### src/rtl/div_job_sequencer_if.sv
// div_job_sequencer_if
// Bundles the job input handshake, the divider control/operand bus and the
// result output handshake of div_job_sequencer.
//   in_valid/in_ready/in_a/in_b        : job offer (a = dividend, b = divisor)
//   div_ld_a/div_ld_b/div_start        : one-cycle control pulses to the divider
//   div_a/div_b                        : operands held for the divider
//   div_q/div_ov                       : divider result
//   out_valid/out_ready/out_q/out_ov/out_dbz : result handshake
// The slave modport is the sequencer itself; the master modport is the
// surrounding environment (job producer, divider and result consumer).
interface div_job_sequencer_if;
  logic       in_valid;
  logic       in_ready;
  logic [9:0] in_a;
  logic [9:0] in_b;
  logic       div_ld_a;
  logic       div_ld_b;
  logic       div_start;
  logic [9:0] div_a;
  logic [9:0] div_b;
  logic [9:0] div_q;
  logic       div_ov;
  logic       out_valid;
  logic       out_ready;
  logic [9:0] out_q;
  logic       out_ov;
  logic       out_dbz;

  modport slave (
    input  in_valid, in_a, in_b, div_q, div_ov, out_ready,
    output in_ready, div_ld_a, div_ld_b, div_start, div_a, div_b,
           out_valid, out_q, out_ov, out_dbz
  );

  modport master (
    output in_valid, in_a, in_b, div_q, div_ov, out_ready,
    input  in_ready, div_ld_a, div_ld_b, div_start, div_a, div_b,
           out_valid, out_q, out_ov, out_dbz
  );
endinterface

### src/rtl/div_job_sequencer.sv
// div_job_sequencer
// Operand-side sequencer in front of the 10-bit fixed-point divider. Jobs
// (a, b) are buffered in a 2-entry FIFO, loaded into the divider, started,
// and the result is captured after LATENCY cycles and offered on a
// valid/ready output. A zero divisor is answered locally (q = 3FF, ov = 1,
// dbz = 1) and never starts the divider.
// Ports:
//   clk  : clock, rising edge
//   rst  : asynchronous active-high reset
//   bus  : div_job_sequencer_if.slave (job input, divider bus, result output)
// Parameter:
//   LATENCY : cycles from div_start to valid div_q/div_ov, 1..15
module div_job_sequencer #(
  parameter int LATENCY = 14
) (
  input logic                clk,
  input logic                rst,
  div_job_sequencer_if.slave bus
);

  typedef enum logic [2:0] {IDLE, LOAD, START, WAIT, DONE} state_t;

  localparam logic [3:0] WAIT_INIT = 4'(LATENCY - 1);

  state_t      state;
  logic [19:0] fifo_mem [2];
  logic        wr_ptr;
  logic        rd_ptr;
  logic [1:0]  count;
  logic [3:0]  wait_cnt;
  logic        push;
  logic        pop;
  logic [9:0]  head_a;
  logic [9:0]  head_b;

  // in_ready comes only from registered occupancy (plus reset gating), so
  // there is no combinational path from in_valid.
  assign bus.in_ready = ~rst & (count != 2'd2);
  assign push         = bus.in_valid & bus.in_ready;
  // The head is consumed on the edge that leaves LOAD.
  assign pop          = (state == LOAD);
  assign {head_a, head_b} = fifo_mem[rd_ptr];

  // Storage needs no reset: occupancy decides what is valid.
  always_ff @(posedge clk) begin
    if (push) begin
      fifo_mem[wr_ptr] <= {bus.in_a, bus.in_b};
    end
  end

  // FIFO pointers and occupancy; push and pop can coincide when not full.
  always_ff @(posedge clk or posedge rst) begin
    if (rst) begin
      wr_ptr <= 1'b0;
      rd_ptr <= 1'b0;
      count  <= 2'd0;
    end else begin
      if (push) begin
        wr_ptr <= ~wr_ptr;
      end
      if (pop) begin
        rd_ptr <= ~rd_ptr;
      end
      case ({push, pop})
        2'b10:   count <= count + 2'd1;
        2'b01:   count <= count - 2'd1;
        default: count <= count;
      endcase
    end
  end

  // Control FSM. Every output is registered, so strobes are set on the edge
  // that enters their state and cleared on the edge that leaves it.
  always_ff @(posedge clk or posedge rst) begin
    if (rst) begin
      state         <= IDLE;
      wait_cnt      <= 4'd0;
      bus.div_ld_a  <= 1'b0;
      bus.div_ld_b  <= 1'b0;
      bus.div_start <= 1'b0;
      bus.div_a     <= 10'd0;
      bus.div_b     <= 10'd0;
      bus.out_valid <= 1'b0;
      bus.out_q     <= 10'd0;
      bus.out_ov    <= 1'b0;
      bus.out_dbz   <= 1'b0;
    end else begin
      bus.div_ld_a  <= 1'b0;
      bus.div_ld_b  <= 1'b0;
      bus.div_start <= 1'b0;
      case (state)
        IDLE: begin
          if (count != 2'd0) begin
            bus.div_ld_a <= 1'b1;
            bus.div_ld_b <= 1'b1;
            bus.div_a    <= head_a;
            bus.div_b    <= head_b;
            state        <= LOAD;
          end
        end
        LOAD: begin
          // div_b already holds the head divisor loaded on entry to LOAD.
          if (bus.div_b == 10'd0) begin
            bus.out_q     <= 10'h3FF;
            bus.out_ov    <= 1'b1;
            bus.out_dbz   <= 1'b1;
            bus.out_valid <= 1'b1;
            state         <= DONE;
          end else begin
            bus.div_start <= 1'b1;
            state         <= START;
          end
        end
        START: begin
          wait_cnt <= WAIT_INIT;
          state    <= WAIT;
        end
        WAIT: begin
          if (wait_cnt == 4'd0) begin
            bus.out_q     <= bus.div_q;
            bus.out_ov    <= bus.div_ov;
            bus.out_dbz   <= 1'b0;
            bus.out_valid <= 1'b1;
            state         <= DONE;
          end else begin
            wait_cnt <= wait_cnt - 4'd1;
          end
        end
        DONE: begin
          if (bus.out_ready) begin
            bus.out_valid <= 1'b0;
            state         <= IDLE;
          end
        end
        default: begin
          state <= IDLE;
        end
      endcase
    end
  end

endmodule

### src/flat_wrapper.sv
// flat-port wrapper written by rule: the top's interface ports become plain ports
module div_job_sequencer_flat 
#(
  parameter int LATENCY = 14
)
  (clk, rst, bus_in_valid, bus_in_a, bus_in_b, bus_div_q, bus_div_ov, bus_out_ready, bus_in_ready, bus_div_ld_a, bus_div_ld_b, bus_div_start, bus_div_a, bus_div_b, bus_out_valid, bus_out_q, bus_out_ov, bus_out_dbz);
  div_job_sequencer_if bus_i ();
  input logic clk;
  input logic rst;
  input wire logic [$bits(bus_i.in_valid)-1:0] bus_in_valid;
  input wire logic [$bits(bus_i.in_a)-1:0] bus_in_a;
  input wire logic [$bits(bus_i.in_b)-1:0] bus_in_b;
  input wire logic [$bits(bus_i.div_q)-1:0] bus_div_q;
  input wire logic [$bits(bus_i.div_ov)-1:0] bus_div_ov;
  input wire logic [$bits(bus_i.out_ready)-1:0] bus_out_ready;
  output wire logic [$bits(bus_i.in_ready)-1:0] bus_in_ready;
  output wire logic [$bits(bus_i.div_ld_a)-1:0] bus_div_ld_a;
  output wire logic [$bits(bus_i.div_ld_b)-1:0] bus_div_ld_b;
  output wire logic [$bits(bus_i.div_start)-1:0] bus_div_start;
  output wire logic [$bits(bus_i.div_a)-1:0] bus_div_a;
  output wire logic [$bits(bus_i.div_b)-1:0] bus_div_b;
  output wire logic [$bits(bus_i.out_valid)-1:0] bus_out_valid;
  output wire logic [$bits(bus_i.out_q)-1:0] bus_out_q;
  output wire logic [$bits(bus_i.out_ov)-1:0] bus_out_ov;
  output wire logic [$bits(bus_i.out_dbz)-1:0] bus_out_dbz;
  assign bus_i.in_valid = bus_in_valid;
  assign bus_i.in_a = bus_in_a;
  assign bus_i.in_b = bus_in_b;
  assign bus_i.div_q = bus_div_q;
  assign bus_i.div_ov = bus_div_ov;
  assign bus_i.out_ready = bus_out_ready;
  assign bus_in_ready = bus_i.in_ready;
  assign bus_div_ld_a = bus_i.div_ld_a;
  assign bus_div_ld_b = bus_i.div_ld_b;
  assign bus_div_start = bus_i.div_start;
  assign bus_div_a = bus_i.div_a;
  assign bus_div_b = bus_i.div_b;
  assign bus_out_valid = bus_i.out_valid;
  assign bus_out_q = bus_i.out_q;
  assign bus_out_ov = bus_i.out_ov;
  assign bus_out_dbz = bus_i.out_dbz;
  div_job_sequencer #(.LATENCY(LATENCY)) u_core (.clk(clk), .rst(rst), .bus(bus_i));
endmodule
### config.mk
export PLATFORM = sky130hd
export DESIGN_NAME = div_job_sequencer_flat
export DESIGN_NICKNAME = d
export VERILOG_FILES = /design/src/rtl/div_job_sequencer_if.sv /design/src/rtl/div_job_sequencer.sv /design/src/flat_wrapper.sv
export SDC_FILE = /design/constraint.sdc
export NUM_CORES = 1
export LEC_CHECK = 0
export ABC_CLOCK_PERIOD_IN_PS = 9500
export BUFFER_PORTS_ARGS = -buffer_cell sky130_fd_sc_hd__buf_2
export CAP_MARGIN = 5
export CORE_UTILIZATION = 40
export CTS_CLUSTER_DIAMETER = 150
export DETAILED_ROUTE_END_ITERATION = 7
export GPL_ROUTABILITY_DRIVEN = 0
export PLACE_DENSITY_LB_ADDON = 0.12
export SLEW_MARGIN = 10
export SYNTH_ARGS = -nofsm -noshare
export SYNTH_HDL_FRONTEND = slang
export SYNTH_SLANG_ARGS = --single-unit
export TNS_END_PERCENT = 20
### constraint.sdc
create_clock -name clk -period 9.5 [get_ports clk]
set_input_delay 2.85 -clock clk [delete_from_list [all_inputs] [get_ports clk]]
set_output_delay 2.85 -clock clk [all_outputs]
set_load 0.02 [all_outputs]
**Yosys cells after proc, flatten, opt, wreduce, memory -nomap -nowiden**

Memories as Yosys holds them, arrays and structs flattened. A register that Yosys moved wholly into a read port is not among the register bits.
Cells that the tools add are included.

- Bits in registers: 26
- Bits in writable memories: 40
- Word-level logic and storage cells: 70
- Memories kept: 1

- Add/sub/neg operators: 3
- Equality and inequality tests: 12
- Multiplexer cells: 25
- Bitwise gates (word level): 5
- Reduce and logical (&&, ||, !) cells: 13

Memories:

| memory | words | width | rd ports | clocked after memory_dff | wr ports | line | RTL |
|---|---|---|---|---|---|---|---|
| u_core.fifo_mem | 2 | 20 | 1 | 1 | 1 | div_job_sequencer.sv:26 | `logic [19:0] fifo_mem [2];` |

Operators by type and width:

| operator | number |
|---|---|
| $mux W10 | 2 |
| $pmux W10 S2 | 1 |
| $pmux W3 S5 | 1 |
| $mux W3 | 4 |
| $mux W1 | 11 |
| $logic_not A10 Y1 | 1 |
| $ne A2 B2 Y1 const B | 4 |
| $pmux W4 S2 | 1 |
| $reduce_bool A2 Y1 | 4 |
| $eq A3 B2 Y1 const B | 2 |
| $reduce_and A3 Y1 | 2 |
| $logic_not A4 Y1 | 1 |
| $mux W4 | 1 |
| $ne A2 B1 Y1 const B | 2 |
| $pmux W1 S2 | 2 |
| $pmux W2 S2 | 1 |
| $reduce_and A2 Y1 | 2 |
| $reduce_and A4 Y1 | 1 |
| $sub A4 B1 Y4 const B | 1 |
| $eq A3 B1 Y1 const B | 1 |
| $eq A3 B3 Y1 const B | 1 |
| $logic_not A3 Y1 | 1 |
| $not A1 Y1 | 3 |
| $pmux W1 S3 | 1 |
| other kinds (6) | 7 |

**Longest topological paths before layout**

Gate-level depths: netlist (run 1).

- Depth after elaboration: 5
- Gate-level depth with buffers: 7
- Depth with buffers taken out: 6

**Worst setup path before layout (run 1)**

OpenSTA, ideal clock, no wires.

- Kind: input -> output
- From: in rst
- To: out bus_in_ready
- Arrival time: 4194 ps
- Required time: 6650 ps
- Slack: 2456 ps
- Cell stages on the path: 2
- Buffers on the path: 0
- Cells stage by stage: inv_1 o21a_1

- Cells in the longest elaborated chain, start to end: 2

RTL lines:

| item | line | RTL |
|---|---|---|
| start: declaration | flat_wrapper.sv:9 | `input logic rst;` |
| $not A1 Y1 | div_job_sequencer.sv:38 | `assign bus.in_ready = ~rst & (count != 2'd2);` |
| $and A1 B1 Y1 | div_job_sequencer.sv:38 |  |
| end: declaration | flat_wrapper.sv:16 | `output wire logic [$bits(bus_i.in_ready)-1:0] bus_in_ready;` |

Every way passes these cells.

**Final worst setup path (run 1)**

Ends and elaborated chain as after synthesis.

==> flow_metrics.py, run 1 <==
metrics = {
    "timing": {
        "grt_setup_unrepaired": "no",
        "period_share_pct": 72.9,
        "relSlewSlack_pct": 26.5,
        "fin_skew_ps": 11.1,
        "setup_viol": 0,
        "final-hold-violation-count": 0,
        "fin_tns_setup_ps": 0,
        "min_period_ps": 6930,
        "drv_slew": 0,
        "worst_hold_slack_ps": 517,
        "tightest_slew_ps": 1100,
        "clock.fmax_mhz": 144,
    },
    "yosys": {
        "syn_inst": 222,
        "synth_seq_area_share_pct": 67.2,
        "syn-cell-area_um2": 3500,
        "synth_edf_count": 40,
        "yosys.area.top_type_share_pct": 34.3,
        "synth_area_leader_cell": "edfxtp_1",
        "synth.most_common_cell": "dfrtp_1",
        "synthFlopType": "dfrtp_1",
        "synth-seq-cells": 86,
        "yosys-top-cells-count": "dfrtp_1, edfxtp_1, mux2_2, mux2_4, a21oi_1",
        "synth.distinct_cells": 39,
        "async_flop_share_pct": 53.5,
        "avgSynthCellArea_um2": 15.8,
        "synth_area_leaders": "edfxtp_1, dfrtp_1, mux2_4",
        "syn-num-nets": 259,
        "yosysWarnings": 0,
    },
    "layout": {
        "fillers": 758,
        "stdcell_area_um2": 4150,
        "fin_nets": 330,
        "antenna_cells": 0,
        "drive_above_1_share_pct": 44.6,
        "syn2layout_area_growth_pct": 18.6,
    },
    "floorplan": {
        "placeableCoreArea_um2": 8340,
        "dieHeight_um": 95.5,
        "boundaryPins": 72,
        "die_x_um": 95.5,
        "initial_core_util_pct": 42.0,
        "die_area_um2": 9130,
        "row_count": 33,
    },
    "cts": {
        "cts-root-buf": "clkbuf_8",
        "cts_setup_buffers": 0,
        "cts_sinks": 86,
        "cts_buffers": 9,
        "cts_max_level": 3,
        "hold_buffers": 0,
        "tritoncts": "done",
        "cts_resized": 0,
        "cts.clk_slew.worst_paths_ps": 90,
        "cts_buffer_depth": 2,
        "clk_latency_ps": 340,
    },
    "grt": {
        "globalRouteTotalUtil_pct": 14.9,
        "overflow": 0,
        "grt_first_pass_wirelength_mm": 9.85,
        "grt_max_degree": 49,
        "first_global_vias": 1967,
        "antenna_found_initial": 0,
    },
    "run_status": {
        "outcome": "finished clean",
    },
    "placed_design": {
        "dpl-instance-area_um2": 3930,
        "dp_hpwl_mm": 3.97,
        "portBuffers": 71,
    },
    "power": {
        "power.density_nw_per_um2": 324,
        "ir_drop_v": 0.000148,
        "p_leak_nw": 1.81,
    },
    "route": {
        "ant_nets": 0,
        "drc": 0,
        "wl_mm": 6.24,
        "via_per_inst": 4.97,
        "drt_iter0_drc": 66,
        "vias": 2002,
        "wl_per_cell_um": 15.5,
        "firstDrtPassIters": 4,
    },
    "critical_path": {
        "crit_required_ps": 6650,
        "endpoint_kind": "output port",
        "arrival_ps": 4080,
        "path_class": "in -> out",
        "critPathMaxFanout": 48,
        "startpoint_type": "input port",
    },
    "flow_run": {
        "maxCapViolations": 0,
    },
    "hold_path": {
        "hp-class": "reg -> reg",
    },
}
cells by family after synthesis:
| logic type | count (synthesis) | share of synthesized area, % |
|---|---|---|
| simple gates | 33 | 5.58 |
| buf+inv | 19 | 2.82 |
| compound gates | 37 | 7.51 |
| mux | 40 | 14.9 |
| xor+xnor | 5 | 1.25 |
| flops | 86 | 67.2 |
| fa+ha+maj | 2 | 0.715 |
worst max-delay path, stage by stage:
cell and delay [ps]:
buf_2 100, inv_2 710, o21a_1 240, buf_2 160
cells in the final DEF (no fill, tap or decap), types with 2 or more instances in the layout:
cell type / Yosys / layout
a21oi_1: 16 / 16
clkinvlp_4: 0 / 2
mux2_4: 19 / 19
nor2b_1: 2 / 2
buf_2: 1 / 71
nor3_1: 2 / 2
a21o_1: 2 / 2
nand2_1: 4 / 4
dfrtp_1: 46 / 46
and3_1: 2 / 2
bufinv_16: 0 / 2
nand3b_1: 2 / 2
clkbuf_8: 0 / 9
nand4_1: 3 / 3
edfxtp_1: 40 / 40
o21a_1: 2 / 2
nor3b_2: 1 / 2
inv_6: 0 / 2
xnor2_1: 4 / 4
nor4_1: 2 / 2
nand3_1: 2 / 2
a2bb2oi_1: 11 / 11
inv_1: 7 / 6
nor2_1: 6 / 5
mux2_2: 21 / 21
ha_1: 2 / 2
nand2b_1: 2 / 2
routing by layer:
layer	vias to the layer above	GRT usage, %	share of wire, %
met4	0	6.72	1.6
met1	976	19.3	47
met2	55	24.0	47
met3	10	3.03	4.3
li1	961	-	-
met5	-	0	0
final timing paths:
| path | startpoint | endpoint | slack [ps] | depth (start not counted) |
|---|---|---|---|---|
| setup / recovery | rst | bus_in_ready | 2570 | 4 |
| hold / removal | u_core.bus.div_a[0] | u_core.bus.div_a[0] | 520 | 1 |
| setup reg to reg | u_core.state[0] | u_core.bus.out_q[5] | 7470 | 3 |
| hold reg to reg | u_core.bus.div_a[0] | u_core.bus.div_a[0] | 520 | 1 |
| max in group asynchronous | rst | u_core.bus.div_a[6] | 6150 | 2 |
| min in group asynchronous | rst | u_core.bus.out_q[7] | 2740 | 2 |
cell type report:
class                           instances  area, um^2  area share [%]
Clock inverter                          7        96.3            2.32
Sequential cell                        86        2350            56.7
Inverter                                7        26.3           0.633
Tap cell                              105         131            3.17
Multi-Input combinational cell        117        1060            25.5
Timing Repair Buffer                   72         363            8.75
Clock buffer                            9         124            2.99
power by group:
part | internal, mW | switching, mW
clock network | 0.149 | 0.131
registers | 0.508 | 0.0951
logic | 0.224 | 0.236
total | 0.881 | 0.461
stage by stage:
stage                     setup slack (ps)  total power [mW]  std cells  util (%)
after floorplan                       2460             0.939        222         -
after global placement                2490              1.07        387      47.1
after detailed placement              2470              1.08        387      47.1
after CTS                             2470              1.36        403      49.7
after global routing                  2340              1.43        403      49.7
final                                 2570              1.34        403      49.7
sequential cells by signal, indices dropped and copies added (netlist names), 2 cells and up:
signal and cells:
u_core.bus.div_a 10, u_core.bus.div_b 10, u_core.wait_cnt 4, u_core.state 3
u_core.fifo_mem 40, u_core.bus.out_q 10, u_core.count 2
(Power assumes the default switching activity.)
==> run 2, diff against run 1 <==
ABC_CLOCK_PERIOD_IN_PS = 7200   (was 9500)
clock period = 7.2 ns   (was 9.5 ns; I/O delays follow)
==> run 2 against run 1 <==
Via count increased by 1.0%. Setup slack got worse by 710 ps. Non-clock buffer count increased by 1. Final area about the same. Clock power increased by 28%. Register-to-register slack got worse by 2300 ps. Flip-flop and latch count unchanged.
==> flow_metrics.py, run 2 (synthesized netlist as in run 1, its figures left out) <==
metrics = {
    "floorplan": {
        "die_x_um": 95.5,
        "dieHeight_um": 95.5,
        "die_area_um2": 9130,
        "placeableCoreArea_um2": 8340,
        "initial_core_util_pct": 42.0,
        "row_count": 33,
        "boundaryPins": 72,
    },
    "layout": {
        "drive_above_1_share_pct": 44.5,
        "layout_common_cells": "buf_2, dfrtp_1, edfxtp_1, mux2_2, mux2_4",
        "largest_register_ff_count": 40,
        "top_register": "u_core.fifo_mem",
        "seqCellArea_um2": 2350,
        "layout_commonest_cell": "buf_2",
        "syn2layout_area_growth_pct": 18.6,
        "multi_input_area_um2": 1060,
        "fillers": 732,
        "fin_nets": 331,
        "antenna_cells": 0,
        "utilization_pct": 49.8,
    },
    "critical_path": {
        "critPathMaxFanout": 48,
        "crit_required_ps": 5040,
        "arrival_ps": 3180,
        "endpoint_kind": "output port",
        "startpoint_type": "input port",
        "path_class": "in -> out",
    },
    "grt": {
        "busiest_layer": "met2",
        "grt_first_pass_wirelength_mm": 9.63,
        "overflow": 0,
        "first_global_vias": 1937,
        "grt.met2_usage_pct": 24.6,
        "globalRouteTotalUtil_pct": 14.5,
        "grtUsageMet3_pct": 2.87,
        "grt_max_degree": 49,
        "antenna_found_initial": 0,
        "met1_usage_pct": 18.3,
    },
    "timing": {
        "drv_slew": 0,
        "min_period_ps": 5340,
        "tightest_slew_ps": 1070,
        "relSlewSlack_pct": 28.9,
        "setup_viol": 0,
        "clock.fmax_mhz": 187,
        "fin_skew_ps": 8.70,
        "fin_tns_setup_ps": 0,
        "grt_setup_unrepaired": "no",
        "period_share_pct": 74.2,
        "final-hold-violation-count": 0,
    },
    "route": {
        "wl_mm": 6.16,
        "ant_nets": 0,
        "wl_per_cell_um": 15.2,
        "vias": 2023,
        "firstDrtPassIters": 6,
        "drt_iter0_drc": 54,
        "drc": 0,
        "via_per_inst": 5.01,
    },
    "cts": {
        "cts_buffers": 9,
        "cts_sinks": 86,
        "cts_setup_buffers": 0,
        "hold_buffers": 0,
        "clk_latency_ps": 340,
        "cts-root-buf": "clkbuf_8",
        "cts.clk_slew.worst_paths_ps": 80,
        "cts_max_level": 3,
        "cts_buffer_depth": 2,
        "tritoncts": "done",
        "cts_resized": 0,
    },
    "power": {
        "ir_drop_v": 0.000177,
        "power.density_nw_per_um2": 423,
        "p_leak_nw": 1.81,
        "power.total_mw": 1.76,
    },
    "placed_design": {
        "portBuffers": 71,
        "dp_hpwl_mm": 4.01,
    },
    "flow_run": {
        "maxCapViolations": 0,
    },
    "run_status": {
        "outcome": "finished clean",
    },
    "hold_path": {
        "hp-class": "reg -> reg",
    },
}
-- run 2: routing by layer --
metal | wire (um) | share of wire (%)
met3 | 258 | 4.2
met5 | 0 | 0
met2 | 3040 | 49
met4 | 63 | 1.0
met1 | 2790 | 45
-- run 2: worst max-delay path, cell delays in order --
cell and delay [ps]:
buf_2 100, inv_2 30, buf_4 500, o21a_1 220, buf_2 160
-- run 2: worst paths after layout --
check | cells after the start | start | end | slack [ps]
worst max-delay path | 5 | rst | bus_in_ready | 1860
worst min-delay path | 1 | u_core.bus.div_a[9] | u_core.bus.div_a[9] | 510
worst max register to register | 3 | u_core.state[0] | u_core.bus.out_q[6] | 5150
worst min register to register | 1 | u_core.bus.div_a[9] | u_core.bus.div_a[9] | 510
max in group asynchronous | 3 | rst | u_core.bus.div_b[5] | 4800
min in group asynchronous | 3 | rst | u_core.bus.out_q[7] | 1980
-- run 2: area by class of cell --
class | count | share of cell area (%)
clock buffer | 11 | 3.16
clock inverter | 5 | 2.02
inverter | 7 | 0.633
multi-input combinational | 117 | 25.4
sequential | 86 | 56.7
tap | 105 | 3.16
timing repair buffer | 73 | 8.92
-- run 2: report_power, final --
part	total, mW	internal [mW]	switching [mW]
Combinational	0.604	0.296	0.308
Sequential	0.796	0.670	0.126
Clock	0.357	0.196	0.161
Total	1.76	1.16	0.595
-- run 2: per-stage QoR --
stage | instance area (um^2) | std cells | hold slack, ps | worst slack [ps]
after floorplan | 3500 | 222 | 461 | 1540
after global placement | 3940 | 388 | 500 | 1830
after detailed placement | 3940 | 388 | 488 | 1810
after CTS | 4150 | 404 | 513 | 1810
after global routing | 4150 | 404 | 524 | 1730
final | 4150 | 404 | 509 | 1860
